File: config.mk
export PLATFORM = sky130hd
export DESIGN_NAME = gesture_pose_sequencer
export DESIGN_NICKNAME = d
export VERILOG_FILES = /design/src/rtl/gesture_pkg.sv /design/src/rtl/gesture_pose_sequencer_servo_slew.sv /design/src/rtl/gesture_pose_sequencer.sv
export SDC_FILE = /design/constraint.sdc
export NUM_CORES = 1
export LEC_CHECK = 0
export BUFFER_PORTS_ARGS = -buffer_cell sky130_fd_sc_hd__buf_4
export CORE_MARGIN = 8
export CORE_UTILIZATION = 55
export CTS_BUF_LIST = sky130_fd_sc_hd__clkbuf_4 sky130_fd_sc_hd__clkbuf_8 sky130_fd_sc_hd__clkbuf_16
export DETAILED_ROUTE_END_ITERATION = 10
export GPL_TIMING_DRIVEN = 0
export HOLD_SLACK_MARGIN = 0.1
export PLACE_DENSITY = 0.85
export SYNTH_ARGS = -nofsm -noshare
export SYNTH_HDL_FRONTEND = slang
export SYNTH_SLANG_ARGS = --single-unit
File: constraint.sdc
create_clock -name clk -period 6.1 [get_ports clk]
set_clock_uncertainty 0.2 [all_clocks]
set_input_delay 0.915 -clock clk [delete_from_list [all_inputs] [get_ports clk]]
set_output_delay 0.915 -clock clk [all_outputs]
set_load 0.005 [all_outputs]
File: src/rtl/gesture_pkg.sv
// Shared types and helpers for the gesture pose sequencer: width type,
// sequencer states, default pose table contents and width clamping.
package gesture_pkg;

   typedef logic [15:0] width_t;

   typedef enum logic [1:0] {
      S_IDLE = 2'd0,
      S_LOAD = 2'd1,
      S_RAMP = 2'd2
   } state_t;

   // Row g of the power-up pose table: each step closes the hand by 100 us.
   function automatic width_t default_pose(input int g, input int w_neutral, input int w_min);
      int v;
      v = w_neutral - 100 * g;
      if (v < w_min) v = w_min;
      return width_t'(v);
   endfunction

   function automatic width_t clamp_width(input width_t w, input int w_min, input int w_max);
      int v;
      v = int'(w);
      if (v < w_min) v = w_min;
      else if (v > w_max) v = w_max;
      return width_t'(v);
   endfunction

endpackage

File: src/rtl/gesture_pose_sequencer_servo_slew.sv
// One servo channel: current/target width registers and the per-frame
// slew step that moves the current width toward the target.
module servo_slew
   import gesture_pkg::*;
#(
   parameter int STEP_US   = 10,
   parameter int W_NEUTRAL = 1500
) (
   input  logic   clk,
   input  logic   rst,
   input  logic   tick,
   input  logic   load,
   input  width_t target_in,
   output width_t cur,
   output width_t cur_next,
   output logic   done
);

   localparam logic signed [16:0] STEP = STEP_US[16:0];

   width_t cur_q, cur_d;
   width_t target_q, target_d;
   logic signed [16:0] diff;

   // A tick in the same cycle as a load still slews toward the old target.
   always_comb begin
      diff     = $signed({1'b0, target_q}) - $signed({1'b0, cur_q});
      cur_d    = cur_q;
      target_d = target_q;
      if (tick) begin
         if (diff > STEP)
            cur_d = cur_q + width_t'(STEP_US);
         else if (diff < -STEP)
            cur_d = cur_q - width_t'(STEP_US);
         else
            cur_d = target_q;
      end
      if (load)
         target_d = target_in;
   end

   always_ff @(posedge clk or posedge rst) begin
      if (rst) begin
         cur_q    <= width_t'(W_NEUTRAL);
         target_q <= width_t'(W_NEUTRAL);
      end else begin
         cur_q    <= cur_d;
         target_q <= target_d;
      end
   end

   assign cur      = cur_q;
   assign cur_next = cur_d;
   assign done     = (cur_q == target_q);

endmodule

File: src/rtl/gesture_pose_sequencer.sv
// Maps classifier gesture codes to slew-limited per-channel servo widths.
// Define GESTURE_TABLE_WR_EN to make the pose table writable via tbl_*.
module gesture_pose_sequencer
   import gesture_pkg::*;
#(
   parameter int NUM_CH         = 5,
   parameter int NUM_GESTURES   = 8,
   parameter int CLK_HZ         = 50_000_000,
   parameter int FRAME_US       = 20000,
   parameter int STEP_US        = 10,
   parameter int TIMEOUT_FRAMES = 50,
   parameter int W_MIN          = 1000,
   parameter int W_MAX          = 2000,
   parameter int W_NEUTRAL      = 1500,
   localparam int IDXW = (NUM_GESTURES > 1) ? $clog2(NUM_GESTURES) : 1,
   localparam int CHW  = (NUM_CH > 1) ? $clog2(NUM_CH) : 1
) (
   input  logic                 clk,
   input  logic                 rst,
   input  logic                 gesture_valid,
   input  logic [7:0]           gesture,
   output logic                 gesture_ready,
   input  logic                 tbl_we,
   input  logic [IDXW-1:0]      tbl_idx,
   input  logic [CHW-1:0]       tbl_ch,
   input  logic [15:0]          tbl_width,
   output logic [NUM_CH*16-1:0] width_us,
   output logic                 frame_tick,
   output logic                 settled,
   output logic                 unknown,
   output logic                 timeout
);

   localparam int FRAME_CYC = CLK_HZ / 1_000_000 * FRAME_US;
   localparam int FW        = (FRAME_CYC > 1) ? $clog2(FRAME_CYC) : 1;
   localparam logic [FW-1:0] FRAME_RELOAD = FW'(FRAME_CYC - 1);
   localparam int TW        = $clog2(TIMEOUT_FRAMES + 1);
   localparam logic [TW-1:0] TMO_MAX = TW'(TIMEOUT_FRAMES);

   state_t          state_q, state_d;
   logic [FW-1:0]   frame_cnt_q, frame_cnt_d;
   logic            frame_tick_q, frame_tick_d;
   logic [TW-1:0]   tmo_cnt_q, tmo_cnt_d;
   logic            timeout_q, timeout_d;
   logic            unknown_q, unknown_d;
   logic [7:0]      gesture_q, gesture_d;
   logic            neutral_q, neutral_d;
   logic            pend_q, pend_d;

   logic            accept;
   logic            tmo_fire;
   logic            code_known;
   logic            slew_load;
   logic            any_diff;
   logic [NUM_CH-1:0] done;
   width_t          cur      [NUM_CH];
   width_t          cur_next [NUM_CH];
   width_t          tgt_new  [NUM_CH];

   assign gesture_ready = (state_q != S_LOAD);
   assign accept        = gesture_valid && gesture_ready;
   assign code_known    = (32'(gesture_q) < NUM_GESTURES);

   // The tick is registered so it lines up with the counter reading zero
   // while still being low straight out of reset.
   always_comb begin
      frame_cnt_d  = (frame_cnt_q == '0) ? FRAME_RELOAD : frame_cnt_q - 1'b1;
      frame_tick_d = (frame_cnt_d == '0);
   end

   always_comb begin
      tmo_cnt_d = tmo_cnt_q;
      timeout_d = timeout_q;
      tmo_fire  = 1'b0;
      if (accept) begin
         tmo_cnt_d = '0;
         timeout_d = 1'b0;
      end else if (frame_tick_q && (tmo_cnt_q != TMO_MAX)) begin
         tmo_cnt_d = tmo_cnt_q + 1'b1;
         if (tmo_cnt_d == TMO_MAX) begin
            timeout_d = 1'b1;
            tmo_fire  = 1'b1;
         end
      end
   end

`ifdef GESTURE_TABLE_WR_EN
   width_t tbl_q [NUM_GESTURES][NUM_CH];
   width_t tbl_d [NUM_GESTURES][NUM_CH];

   always_comb begin
      tbl_d = tbl_q;
      if (tbl_we && (32'(tbl_idx) < NUM_GESTURES) && (32'(tbl_ch) < NUM_CH))
         tbl_d[tbl_idx][tbl_ch] = clamp_width(tbl_width, W_MIN, W_MAX);
   end

   always_ff @(posedge clk or posedge rst) begin
      if (rst) begin
         for (int g = 0; g < NUM_GESTURES; g++)
            for (int c = 0; c < NUM_CH; c++)
               tbl_q[g][c] <= default_pose(g, W_NEUTRAL, W_MIN);
      end else begin
         tbl_q <= tbl_d;
      end
   end
`else
   logic tbl_unused;
   assign tbl_unused = ^{tbl_we, tbl_idx, tbl_ch, tbl_width};
`endif

   // The table is read in the load cycle, so a coincident write lands after.
   always_comb begin
      for (int c = 0; c < NUM_CH; c++) begin
         tgt_new[c] = width_t'(W_NEUTRAL);
         if (!neutral_q && code_known)
`ifdef GESTURE_TABLE_WR_EN
            tgt_new[c] = tbl_q[gesture_q[IDXW-1:0]][c];
`else
            tgt_new[c] = default_pose(int'(gesture_q), W_NEUTRAL, W_MIN);
`endif
      end
   end

   always_comb begin
      any_diff = 1'b0;
      for (int c = 0; c < NUM_CH; c++)
         if (tgt_new[c] != cur_next[c]) any_diff = 1'b1;
   end

   // An accept always wins over a pending timeout retarget.
   always_comb begin
      state_d   = state_q;
      gesture_d = gesture_q;
      neutral_d = neutral_q;
      unknown_d = unknown_q;
      pend_d    = pend_q || tmo_fire;
      slew_load = 1'b0;
      case (state_q)
         S_IDLE, S_RAMP: begin
            if (accept) begin
               state_d   = S_LOAD;
               gesture_d = gesture;
               neutral_d = 1'b0;
               unknown_d = (32'(gesture) >= NUM_GESTURES);
               pend_d    = 1'b0;
            end else if (pend_q || tmo_fire) begin
               state_d   = S_LOAD;
               neutral_d = 1'b1;
               pend_d    = 1'b0;
            end else if ((state_q == S_RAMP) && (&done)) begin
               state_d = S_IDLE;
            end
         end
         S_LOAD: begin
            slew_load = 1'b1;
            state_d   = any_diff ? S_RAMP : S_IDLE;
         end
         default: state_d = S_IDLE;
      endcase
   end

   always_ff @(posedge clk or posedge rst) begin
      if (rst) begin
         state_q      <= S_IDLE;
         frame_cnt_q  <= '0;
         frame_tick_q <= 1'b0;
         tmo_cnt_q    <= '0;
         timeout_q    <= 1'b0;
         unknown_q    <= 1'b0;
         gesture_q    <= '0;
         neutral_q    <= 1'b1;
         pend_q       <= 1'b0;
      end else begin
         state_q      <= state_d;
         frame_cnt_q  <= frame_cnt_d;
         frame_tick_q <= frame_tick_d;
         tmo_cnt_q    <= tmo_cnt_d;
         timeout_q    <= timeout_d;
         unknown_q    <= unknown_d;
         gesture_q    <= gesture_d;
         neutral_q    <= neutral_d;
         pend_q       <= pend_d;
      end
   end

   for (genvar c = 0; c < NUM_CH; c++) begin : g_ch
      servo_slew #(
         .STEP_US   (STEP_US),
         .W_NEUTRAL (W_NEUTRAL)
      ) u_slew (
         .clk       (clk),
         .rst       (rst),
         .tick      (frame_tick_q),
         .load      (slew_load),
         .target_in (tgt_new[c]),
         .cur       (cur[c]),
         .cur_next  (cur_next[c]),
         .done      (done[c])
      );
      assign width_us[16*c +: 16] = cur[c];
   end

   assign frame_tick = frame_tick_q;
   assign settled    = (state_q == S_IDLE);
   assign unknown    = unknown_q;
   assign timeout    = timeout_q;

endmodule

# Yosys cells after proc, flatten, opt, wreduce, memory -nomap -nowiden
# Index checks and enable logic that the tools add are counted.
dict set report word_totals {
  ram_bits 0
  output_inout_bits 85
  latch_bits 0
  n_memories 0
  wordCells 120
  regBits 137
  rom_bits 0
}
dict set report classes {
  reduce_logical 17
  n_div 0
  order_cmp 13
  n_bitwise 0
  multipliers 1
  n_shift 0
  n_eq_ne 16
  muxes 40
  n_addsub 18
}
# op count
set ops {}
lappend ops {{$mux W16} 17}
lappend ops {{$gt A17 B5 Y1 const B} 5}
lappend ops {{$lt A17 B5 Y1 const B} 5}
lappend ops {{$sub A16 B16 Y17} 5}
lappend ops {{$add A16 B4 Y16 const B} 5}
lappend ops {{$eq A16 B16 Y1} 5}
lappend ops {{$ne A16 B16 Y1} 5}
lappend ops {{$sub A16 B4 Y16 const B} 5}
lappend ops {{$logic_not A20 Y1} 2}
lappend ops {{$mux W20} 1}
lappend ops {{$sub A20 B1 Y20 const B} 1}
lappend ops {{$lt A16 B11 Y1 const B} 1}
lappend ops {{$sub A11 B15 Y16 const A} 1}
lappend ops {{$mux W1} 15}
lappend ops {{$mul A5 B8 Y13 const A} 1}
lappend ops {{$mux W6} 2}
lappend ops {{$ge A8 B4 Y1 const B} 1}
lappend ops {{$lt A8 B4 Y1 const B} 1}
lappend ops {{$mux W2} 4}
lappend ops {{$add A6 B1 Y6 const B} 1}
lappend ops {{$eq A6 B6 Y1 const B} 1}
lappend ops {{$ne A6 B6 Y1 const B} 1}
lappend ops {{$reduce_and A2 Y1} 3}
lappend ops {{$reduce_bool A2 Y1} 3}
lappend ops {{11 further kinds} 14}

# Depth between registers and ports, before layout
dict set report depth {
  ltp_word 13
  ltp_mapped 25
  mapped_depth_nobuf 24
}

# Cells and area by module
# A second synthesis with hierarchy kept.
dict set report hier_totals {
  hier_cells 2426
  area_unflattened_um2 20055.5
}
# module n_inst cells_per_inst area_each_um2
set by_module_without_submodules {}
lappend by_module_without_submodules {{servo_slew at g_ch[1].u_slew ...} 4 390 3209.3}
lappend by_module_without_submodules {gesture_pose_sequencer 1 468 3982.6}
lappend by_module_without_submodules {{servo_slew at g_ch[0].u_slew} 1 398 3235.6}

# Worst setup path after synthesis
# No wires, ideal clock.
dict set report synth_timing {
  path_type {register to register}
  start {register gesture_q[2]}
  end {register state_q[1]}
  t_arrival_ns 6.011
  synth_period_minus_slack_ns 6.351
  setup_time_ns 0.140
  n_path_buf 1
  stages_incl_launch_ff 23
  path_slack_ns -0.251
  cell_sequence {dfrtp_1 > ha_1 > ha_1 > fa_1 > ha_1 > xor2_1 > and3_1 > or2_2 > a221o_1 > or3_1 > nor2_1 > ha_1 > nor2b_1 > and2_1 > clkbuf_1 > xnor2_1 > a21oi_1 > a31oi_1 > o221ai_1 > or4_1 > or4_1 > nor4_2 > a31oi_1}
}
dict set report synth_via {
  elab_chain_cells 13
}
# item line
set synth_rtl {}
lappend synth_rtl {{start, declared} gesture_pose_sequencer.sv:46} ;# logic [7:0] gesture_q, gesture_d;
lappend synth_rtl {{start signal, assigned} gesture_pose_sequencer.sv:180} ;# gesture_q <= gesture_d;
lappend synth_rtl {{$mul A5 B8 Y13} gesture_pkg.sv:16} ;# v = w_neutral - 100 * g;
lappend synth_rtl {{$sub A11 B15 Y16} gesture_pkg.sv:16}
lappend synth_rtl {{$lt A16 B11 Y1} gesture_pkg.sv:17} ;# if (v < w_min) v = w_min;
lappend synth_rtl {{$mux W16} gesture_pkg.sv:17}
lappend synth_rtl {{$mux W16 (*)} gesture_pose_sequencer.sv:115} ;# if (!neutral_q && code_known)
lappend synth_rtl {{$ne A16 B16 Y1} gesture_pose_sequencer.sv:127} ;# if (tgt_new[c] != cur_next[c]) any_diff = 1'b1;
lappend synth_rtl {{$mux W1 (4 in a row)} gesture_pose_sequencer.sv:127}
lappend synth_rtl {{$mux W1 (*)} gesture_pose_sequencer.sv:127}
lappend synth_rtl {{$mux W2 (*)} gesture_pose_sequencer.sv:156} ;# state_d = any_diff ? S_RAMP : S_IDLE;
lappend synth_rtl {{$pmux W2 S2 (*)} gesture_pose_sequencer.sv:138} ;# case (state_q)
lappend synth_rtl {{end signal, assigned} gesture_pose_sequencer.sv:174} ;# state_q <= state_d;
lappend synth_rtl {{end, declared} gesture_pose_sequencer.sv:40} ;# state_t state_q, state_d;
# Every way passes the cells marked *; elsewhere a longest branch is shown, timed or not.
# A chain may end at the register's enable or synchronous reset.

# Worst setup path in the final report
dict set report layout_timing {
  start {register gesture_q[4]}
  end {register state_q[1]}
}
# The elaborated chain is that of the path after synthesis.

==> results.sh <==
export IMPL_outcome="finished with violations"
export IMPL_violations="setup timing"
export IMPL_hold_class="flip-flop to flip-flop"
export IMPL_htree_levels=4
export IMPL_synth_warnings=0
export IMPL_clk_path_buf_depth=2
export IMPL_p_seq_frac=0.123
export IMPL_initial_core_util=0.560
export IMPL_worstPathMaxFanout=8
export IMPL_regArea_sq_um=3450
export IMPL_insertion_delay_ps=440
export IMPL_dp_final_hpwl_mm=58.6
export IMPL_first_pass_iters=9
export IMPL_first_global_vias=19200
export IMPL_cp_end_kind="flip-flop"
export IMPL_synth_area_sq_um=17200
export IMPL_layout_common_cells="208 x nand2_1, 176 x nor2_1, 138 x a21oi_1"
export IMPL_setup_tns_final_ps=-449
export IMPL_worstPathArrival_ps=6490
export IMPL_maxSlewViolCount=0
export IMPL_grt_pass1_wl_mm=118
export IMPL_synthFlopType="dfrtp_1"
export IMPL_core_area_sq_um=30700
export IMPL_io_buffer_count=95
export IMPL_fin_ws_ps=-283
export IMPL_grt_max_degree=75
export IMPL_fp_row_count=64
export IMPL_synth_edf_count=0
export IMPL_setup_violations_final=3
export IMPL_placed_cells=2767
export IMPL_synth_seq_cells=135
export IMPL_cts_buffers_inserted=17
export IMPL_required_ps=6200
export IMPL_start_kind="flip-flop"
export IMPL_dieWidth_um=193
export IMPL_fmax_mhz=157
export IMPL_clk_pin_slew_ps=70
export IMPL_synth_compound_area_frac=0.311
export IMPL_synthAdderAreaFrac=0.0945
export IMPL_ys_seq_area_frac=0.200
export IMPL_finalNonFillerCells=2819
export IMPL_fin_crit_sh=1.05
export IMPL_combPwrFrac=0.782
export IMPL_maxCapViolCount=0
export IMPL_p_sw_frac=0.576
export IMPL_multiInputGateArea_sq_um=13300
export IMPL_final_layout_size_suffix_gt1_frac=0.153
export IMPL_ant_nets=0
export IMPL_clock_sinks=135
export IMPL_post_route_cell_area_sq_um=19700
export IMPL_p_per_area_nw_per_um2=564
export IMPL_antenna_found_initial=1
export IMPL_nFillCells=2671
export IMPL_p_leak_nw=7.84
export IMPL_synth_top_family_by_area="compound AO/OA/AOI/OAI gates"
export IMPL_drc=0
export IMPL_drt_total_wl_mm=80.6
export IMPL_hold_buffers=0
export IMPL_yosys_area_share_simple=0.257
export IMPL_p_sw_mw=6.41
export IMPL_worstSetupPathType="flip-flop to flip-flop"
export IMPL_period_needed_ps=6380
export IMPL_layout_commonest_cell="nand2_1"
export IMPL_cts_root_buf="clkbuf_16"
export IMPL_chipHeight_um=193
export IMPL_gp_congestion=1.05
export IMPL_synthMuxAreaShare=0.0219
export IMPL_hold_viol=0
export IMPL_worstMarginPinSlew_ps=1280
export IMPL_area_delta_synth_final_pct=14.6
export IMPL_syn_num_nets=2437
export IMPL_avgSynthCellArea_sq_um=7.56
export IMPL_cts_tree="done"
export IMPL_overflow=0
export IMPL_nets=2568
export IMPL_p_int_mw=4.71
export IMPL_die_area_sq_um=37200
export IMPL_grt_use_total=0.420
export IMPL_vias_per_cell=7.34
export IMPL_drt_wirelength_per_cell_um=28.6
export IMPL_drt_iter0_markers=2939
export IMPL_power_mw=11.1
export IMPL_vias=20700
export IMPL_async_reset_ff_frac=1.00
export IMPL_netlist_instances=2275
export IMPL_rsz0062_at_grt="true"
export IMPL_io_pins=119
export IMPL_synth_cell_types=107
export IMPL_postPlaceCellArea_sq_um=18500
export IMPL_p_clk_frac=0.095
export IMPL_synth_xor_area_share=0.0596
export IMPL_slew_headroom=0.147
export IMPL_peakVddDrop_uv=426
-- timing repair --
action	CTS	global route
setup endpoints to repair	1	1
buffers inserted	17	4
pin swaps	30	10
gates resized for setup	78	32
-- path summary, 6_finish.rpt --
path	cells after the start	endpoint	startpoint	slack, ps
worst max-delay path	21	state_q[1]	gesture_q[4]	-280
worst min-delay path	1	frame_cnt_q[19]	frame_cnt_q[19]	300
worst max register to register	21	state_q[1]	gesture_q[4]	-280
worst min register to register	1	frame_cnt_q[19]	frame_cnt_q[19]	300
max in group asynchronous	3	g_ch[3].u_slew.cur[2]	rst	4470
min in group asynchronous	2	unknown	rst	360
-- final cells by class --
| type | count | share of cell area |
|---|---|---|
| flip-flops and latches | 135 | 0.175 |
| repair buffers | 117 | 0.0456 |
| well taps | 396 | 0.0251 |
| clock buffers | 18 | 0.0223 |
| clock inverters | 14 | 0.00654 |
| diodes | 4 | 0.000508 |
| plain buffers | 105 | 0.0240 |
| multi-input cells | 1893 | 0.675 |
| inverters | 137 | 0.0264 |
-- state kept, by name (all words and copies together), names as in the netlist --
| register | flops |
|---|---|
| g_ch.u_slew.cur | 80 |
| frame_cnt_q | 20 |
| g_ch.u_slew.target_q | 14 |
| gesture_q | 8 |
| tmo_cnt_q | 6 |
| state_q | 2 |
| frame_tick | 1 |
| neutral_q | 1 |
| pend_q | 1 |
| timeout | 1 |
| unknown | 1 |
-- cell usage after synthesis, types with 21 or more instances --
master	instances	share of area
a211oi_1	40	0.017
a21o_1	40	0.017
a21oi_1	141	0.041
a31oi_1	27	0.0098
and2_1	27	0.0098
and3_1	47	0.017
clkbuf_1	82	0.018
dfrtp_1	92	0.13
dfstp_2	43	0.066
ha_1	125	0.091
inv_1	133	0.029
mux2i_1	26	0.015
nand2_1	210	0.046
nand3_1	76	0.022
nand4_1	38	0.014
nor2_1	180	0.039
nor3_1	83	0.024
nor4_1	40	0.015
o211ai_1	31	0.014
o21a_1	28	0.012
o21ai_0	133	0.039
o221ai_1	21	0.011
o22ai_1	23	0.0084
o31ai_1	25	0.011
or3_1	29	0.011
xnor2_1	76	0.039
xor2_1	41	0.021
-- layer usage --
layer	routed length, um	GRT usage
met2	34200	0.637
met4	5810	0.254
met1	30400	0.523
met5	0	0
met3	10200	0.117
-- worst max-delay path, cell delays in order, from the launching register on --
cell      delay [ps]
dfrtp_2          420
inv_1             80
ha_1             320
ha_1             310
ha_1             320
ha_1             410
o21ai_1          150
nor2_2           200
o31ai_2          100
a21boi_2         180
a221o_1          280
or3_4            370
nor2_4           120
ha_4             220
clkbuf_8         160
buf_4            150
o21ai_0          780
o22a_1           290
nand4b_1         120
or4_1            580
nor4_4           330
a31oi_1          150
-- through the flow --
step	hold slack (ps)	util	worst slack [ps]
detailed placement	285	0.603	-1760
CTS	297	0.637	-86.6
finish	302	0.643	-283
global route	333	0.642	-358
floorplan	248	-	2.55
global placement	269	0.601	-1690
-- cell families (layout without fill, tap and decap cells) --
family | after synthesis | in the layout
DFF | 135 | 135
xor gates and xnor gates | 117 | 117
other | 0 | 4
muxes | 36 | 36
and+or+nand+nor | 858 | 858
buffers and inverters | 247 | 391
AOI/OAI and AO/OA | 754 | 754
adders and majority gates | 128 | 128
-- power groups by stage --
stage,Combinational (mW),Sequential [mW],Clock (mW)
after global routing,9.19,1.33,1.08
after CTS,8.06,1.30,1.04
final,8.70,1.37,1.06
after detailed placement,7.59,1.32,0
after floorplan,5.77,1.08,0
after global placement,7.42,1.31,0
Power figures use the tool's default switching activity.
